==> config.mk <==
export PLATFORM = sky130hd
export DESIGN_NAME = mem_access_unit
export DESIGN_NICKNAME = d
export VERILOG_FILES = /design/src/rtl/mips64_mem_pkg.sv /design/src/rtl/mem_lane_align.sv /design/src/rtl/mem_access_unit.sv
export SDC_FILE = /design/constraint.sdc
export NUM_CORES = 1
export LEC_CHECK = 0
export CORE_MARGIN = 5
export CORE_UTILIZATION = 45
export CTS_CLUSTER_DIAMETER = 60
export DETAILED_ROUTE_END_ITERATION = 10
export DONT_BUFFER_PORTS = 1
export MAX_ROUTING_LAYER = met4
export PLACE_DENSITY = 0.68
export SLEW_MARGIN = 20
export SYNTH_ARGS = -nofsm -noshare
export SYNTH_HDL_FRONTEND = slang
export SYNTH_SLANG_ARGS = --single-unit
==> constraint.sdc <==
create_clock -name clk -period 4.6 [get_ports clk]
set_clock_uncertainty 0.05 [all_clocks]
set_input_delay 0.69 -clock clk [delete_from_list [all_inputs] [get_ports clk]]
set_output_delay 0.69 -clock clk [all_outputs]
set_load 0.005 [all_outputs]
==> src/rtl/mips64_mem_pkg.sv <==
// Shared encodings for the MIPS64 data-memory access unit: access sizes,
// FSM states and the alignment rule.
package mips64_mem_pkg;

  typedef enum logic [1:0] {
    SZ_B = 2'd0,
    SZ_H = 2'd1,
    SZ_W = 2'd2,
    SZ_D = 2'd3
  } size_e;

  typedef enum logic [2:0] {
    IDLE = 3'd0,
    RD   = 3'd1,
    CAP  = 3'd2,
    MRG  = 3'd3,
    WR   = 3'd4,
    RESP = 3'd5
  } state_e;

  // An access is misaligned when the byte offset is not a multiple of its size.
  function automatic logic misaligned(size_e sz, logic [2:0] off);
    case (sz)
      SZ_H:    return off[0];
      SZ_W:    return |off[1:0];
      SZ_D:    return |off;
      default: return 1'b0;
    endcase
  endfunction

endpackage

==> src/rtl/mem_lane_align.sv <==
// Big-endian byte-lane extraction/extension for loads and lane merge for
// read-modify-write stores. Purely combinational.
module mem_lane_align
  import mips64_mem_pkg::*;
(
  input  size_e       size,
  input  logic [2:0]  offset,
  input  logic        sign_ext,
  input  logic [63:0] rdata,
  input  logic [63:0] wdata,
  output logic [63:0] load_data,
  output logic [63:0] merge_data
);

  logic [63:0] lane_mask;
  logic [63:0] lane;
  logic [2:0]  n_mod8;
  logic [5:0]  shamt;

  always_comb begin
    // NOTE: every output gets a default first so no path can infer a latch.
    lane_mask  = '1;
    n_mod8     = 3'd0;
    load_data  = '0;
    case (size)
      SZ_B: begin lane_mask = 64'h0000_0000_0000_00FF; n_mod8 = 3'd1; end
      SZ_H: begin lane_mask = 64'h0000_0000_0000_FFFF; n_mod8 = 3'd2; end
      SZ_W: begin lane_mask = 64'h0000_0000_FFFF_FFFF; n_mod8 = 3'd4; end
      default: ;
    endcase

    // Lane sits 8*(8-o-n) bits above bit 0; mod-8 arithmetic covers n = 8.
    shamt = {3'd0 - offset - n_mod8, 3'b000};
    lane  = (rdata >> shamt) & lane_mask;

    case (size)
      SZ_B:    load_data = {{56{sign_ext & lane[7]}},  lane[7:0]};
      SZ_H:    load_data = {{48{sign_ext & lane[15]}}, lane[15:0]};
      SZ_W:    load_data = {{32{sign_ext & lane[31]}}, lane[31:0]};
      default: load_data = lane;
    endcase

    merge_data = (rdata & ~(lane_mask << shamt)) | ((wdata & lane_mask) << shamt);
  end

endmodule

==> src/rtl/mem_access_unit.sv <==
// Load/store unit: accepts one request at a time, performs aligned loads,
// doubleword stores and read-modify-write sub-doubleword stores.
module mem_access_unit
  import mips64_mem_pkg::*;
#(
  parameter int ADDR_BITS = 64
) (
  input  logic                 clk,
  input  logic                 rst_n,
  input  logic                 req_valid,
  output logic                 req_ready,
  input  logic                 req_wr,
  input  logic [1:0]           req_size,
  input  logic                 req_signed,
  input  logic [ADDR_BITS-1:0] req_addr,
  input  logic [63:0]          req_wdata,
  output logic                 resp_valid,
  output logic                 resp_err,
  output logic [63:0]          resp_rdata,
  output logic                 mem_en,
  output logic                 mem_wr,
  output logic [ADDR_BITS-1:0] mem_addr,
  output logic [63:0]          mem_din,
  input  logic [63:0]          mem_dout
);

  state_e               state, state_nx;
  logic [ADDR_BITS-1:0] addr_q;
  size_e                size_q;
  logic                 signed_q;
  logic                 wr_q;
  logic [63:0]          wdata_q;
  logic                 err_q;
  logic [63:0]          rdata_q;

  logic                 accept;
  logic                 req_mis;
  logic [63:0]          load_data;
  logic [63:0]          merge_data;

  assign req_ready = (state == IDLE);
  assign accept    = req_valid && req_ready;
  assign req_mis   = misaligned(size_e'(req_size), req_addr[2:0]);

  mem_lane_align u_align (
    .size       (size_q),
    .offset     (addr_q[2:0]),
    .sign_ext   (signed_q),
    .rdata      (mem_dout),
    .wdata      (wdata_q),
    .load_data  (load_data),
    .merge_data (merge_data)
  );

  always_ff @(posedge clk or negedge rst_n) begin
    if (!rst_n) begin
      state    <= IDLE;
      addr_q   <= '0;
      size_q   <= SZ_B;
      signed_q <= 1'b0;
      wr_q     <= 1'b0;
      wdata_q  <= '0;
      err_q    <= 1'b0;
      rdata_q  <= '0;
    end else begin
      // NOTE: non-blocking so every register here samples pre-edge values.
      state <= state_nx;
      if (accept) begin
        addr_q   <= req_addr;
        size_q   <= size_e'(req_size);
        signed_q <= req_signed;
        wr_q     <= req_wr;
        wdata_q  <= req_wdata;
        err_q    <= req_mis;
        rdata_q  <= '0;
      end else if (state == CAP) begin
        rdata_q <= load_data;
      end
    end
  end

  // Memory strobes decode straight from state, so a reset drops a pending MRG write.
  always_comb begin
    state_nx   = state;
    mem_en     = 1'b0;
    mem_wr     = 1'b0;
    mem_din    = '0;
    resp_valid = 1'b0;
    case (state)
      IDLE: begin
        if (accept) begin
          if (req_mis)                  state_nx = RESP;
          else if (!req_wr)             state_nx = RD;
          else if (req_size == SZ_D)    state_nx = WR;
          else                          state_nx = RD;
        end
      end
      RD: begin
        mem_en   = 1'b1;
        state_nx = wr_q ? MRG : CAP;
      end
      CAP: state_nx = RESP;
      MRG: begin
        mem_en   = 1'b1;
        mem_wr   = 1'b1;
        mem_din  = merge_data;
        state_nx = RESP;
      end
      WR: begin
        mem_en   = 1'b1;
        mem_wr   = 1'b1;
        mem_din  = wdata_q;
        state_nx = RESP;
      end
      RESP: begin
        resp_valid = 1'b1;
        state_nx   = IDLE;
      end
      default: state_nx = IDLE;
    endcase
  end

  assign mem_addr   = {3'b000, addr_q[ADDR_BITS-1:3]};
  assign resp_err   = err_q;
  assign resp_rdata = rdata_q;

endmodule

==> flow_summary.ini <==
[run_status]
status = finished, violations left
violations = negative hold slack

[route]
drc = 0
drtPass1Iterations = 6
ant_nets = 0
drt_wl_total_um = 50200
vias_per_cell = 6.08
routedWlPerCell_um = 25.8
vias = 11800
drt_iter0_drc = 1152

[timing]
slew_headroom_pct = 39.4
fin_ws_ns = 0.211
layout_min_cycle_time_ns = 4.39
hold_slack_ns = -0.119
finalHoldViolCount = 200
rsz0062_at_grt = false
maxSlewViolCount = 0
final.setup.tns_ns = 0
setup-violations-final = 0
worst_pin_slew_ns = 0.909
finalCritPeriodShare_pct = 95.4
fmaxAchievable_mhz = 228

[synth]
netlist_top_cells_area = dfrtp_1, nand2_1, o21ai_0, buf_4, mux2_2
synth_top_cell_by_area = dfrtp_1
yosysWarnings = 0
yosysUniqueCellTypes = 56
synthArstFlopShare_pct = 100
synth_area_mm2 = 0.0129
syn_area_per_cell_um2 = 7.79
ys.flop_type = dfrtp_1
synth_edf_count = 0
ys_ff_latch = 200
synth.most_common_cell = nand2_1
seq_area_frac_synth_pct = 38.7
synth_top_area_share_pct = 38.7
synthTopCellsByCount = nand2_1, dfrtp_1, o21ai_0, nor2_1, clkbuf_1
syn_inst = 1661

[setup_path]
cp-end-kind = primary output
crit_fanout = 50
ff2ff_path_depth = 9
r2r-end = resp_rdata[47]
critPathRequiredTime_ns = 3.86
cp-endpoint = mem_din[63]
crit_start = size_q[0]
ff2ff_setup_slack_ns = 0.63
arrival_ns = 3.65
crit_path_start_kind = flip-flop
r2r_start = size_q[0]
criticalPathCategory = flip-flop to primary output

[global_routing]
grt_pass1_wl_um = 74200
grt_usage_pct = 30.6
grt_remaining_overflow = 0
grt_max_degree = 201
antenna_found_initial = 2
grt_pass1_vias = 11300

[floorplanning]
die_h_um = 180
dieWidth_um = 180
io_pins = 396
dieArea_mm2 = 0.0322
initial_utilization_pct = 45.3
design.core.area_mm2 = 0.0285
core.rowCount = 62

[pwr]
powerDensity_mw_per_mm2 = 1100
ir_worst_vdd_v = 0.000716
p_leak_nw = 6.20

[finish]
drive_gt1_share_pct = 12.8
nets = 1748
area_growth_syn_to_layout_pct = 4.95

[place]
routabilityCongestion = 1.10
dp_slack_ns = 0.604
port_buffers = 0
dp_hpwl_um = 37900

[clock_tree]
cts_tree = yes
cts_root_buf = clkbuf_16
clkSinkCount = 200
insertion_delay_ns = 0.44
cts_buffer_depth = 2
clk_pin_slew_ns = 0.08
numCtsBuffers = 17
htreeDepth = 4

[worst_hold_path]
hold_path_class = input pin to async pin

[flow_run]
maxCapViolations = 0
==> through the flow <==
stage                     instances  instance area, µm²  power (mW)  utilization [%]  hold WS (ns)
final                          1945               13600        15.0             47.6        -0.119
after global routing           1945               13600        16.0             47.6        -0.151
after CTS                      1938               13500        14.7             47.3        -0.139
after detailed placement       1906               12900        13.1             45.1         0.349
after global placement         1906               12900        13.0             45.1         0.349
after floorplan                1663               12900        10.6                -         0.344
==> layer usage <==
metal  vias up  wire, µm  track usage [%]
met2       697     23100             46.9
met4         0      1920             11.2
met1      5623     19800             38.7
met3       100      5430             9.07
li1       5404         -                -
met5         -         0                -
==> cell type report <==
| cell class | instances | area, µm² |
|---|---|---|
| Multi-Input combinational cell | 1257 | 6950 |
| Sequential cell | 200 | 5000 |
| Fill cell | 2821 | 15000 |
| Inverter | 7 | 26.3 |
| Clock buffer | 17 | 425 |
| Clock inverter | 15 | 198 |
| Tap cell | 384 | 480 |
| Antenna cell | 3 | 7.51 |
| Timing Repair Buffer | 62 | 483 |
==> worst max-delay path, stage by stage (launching register included) <==
cell and delay [ns]:
dfrtp_1 0.44, or2_2 0.41, ha_4 0.72, buf_12 0.29, mux2_2 0.37, nand2_1 0.09
o21ai_0 0.13, a221oi_1 0.31, o21ai_0 0.22, buf_4 0.22
==> layout by cell type (no fill, tap or decap), types with 23 or more instances in the layout <==
cell,n
mux2i_1,47
nor2_1,96
nand3_1,32
dfrtp_1,200
buf_4,58
nand2_1,567
a21oi_1,77
mux2_2,42
a22oi_1,48
o21ai_2,23
o21ai_0,150
==> where the power goes <==
part | leakage, nW | switching (mW) | internal, mW
clock | 0.296 | 0.789 | 0.792
sequential | 2.56 | 0.957 | 2.52
combinational | 3.34 | 6.47 | 3.45
==> worst min-delay path by stage <==
stage / to / depth (start not counted) / startpoint / slack [ns]
4_1_cts: addr_q[13] / 0 / rst_n / -0.14
6_report: addr_q[13] / 0 / rst_n / -0.12
3_5_place_dp: addr_q[15] / 0 / rst_n / 0.35
3_3_place_gp: addr_q[15] / 0 / rst_n / 0.35
5_1_grt: addr_q[18] / 0 / rst_n / -0.15
2_1_floorplan: addr_q[0] / 0 / rst_n / 0.34
==> cells by family after synthesis <==
| logic type | Yosys count | synth area share, % |
|---|---|---|
| flops | 200 | 38.7 |
| other cells | 1 | 0.0290 |
| mux | 100 | 9.15 |
| fa+ha+maj | 4 | 0.387 |
| compound gates | 411 | 20.7 |
| xor+xnor | 3 | 0.435 |
| simple gates | 736 | 22.3 |
| buf+inv | 206 | 8.27 |
==> state kept, by name, summed over array words and instances, names as in the netlist <==
signal / flops
addr_q: 64
resp_rdata: 64
wdata_q: 64
state: 3
size_q: 2
resp_err: 1
signed_q: 1
wr_q: 1
==> what timing repair did <==
| action | in CTS | in global routing |
|---|---|---|
| setup endpoints to repair | 0 | 17 |
| hold endpoints to repair | 200 | 200 |
| gates resized for setup | 0 | 4 |
| buffers inserted | 0 | 4 |
(Power assumes the default switching activity.)
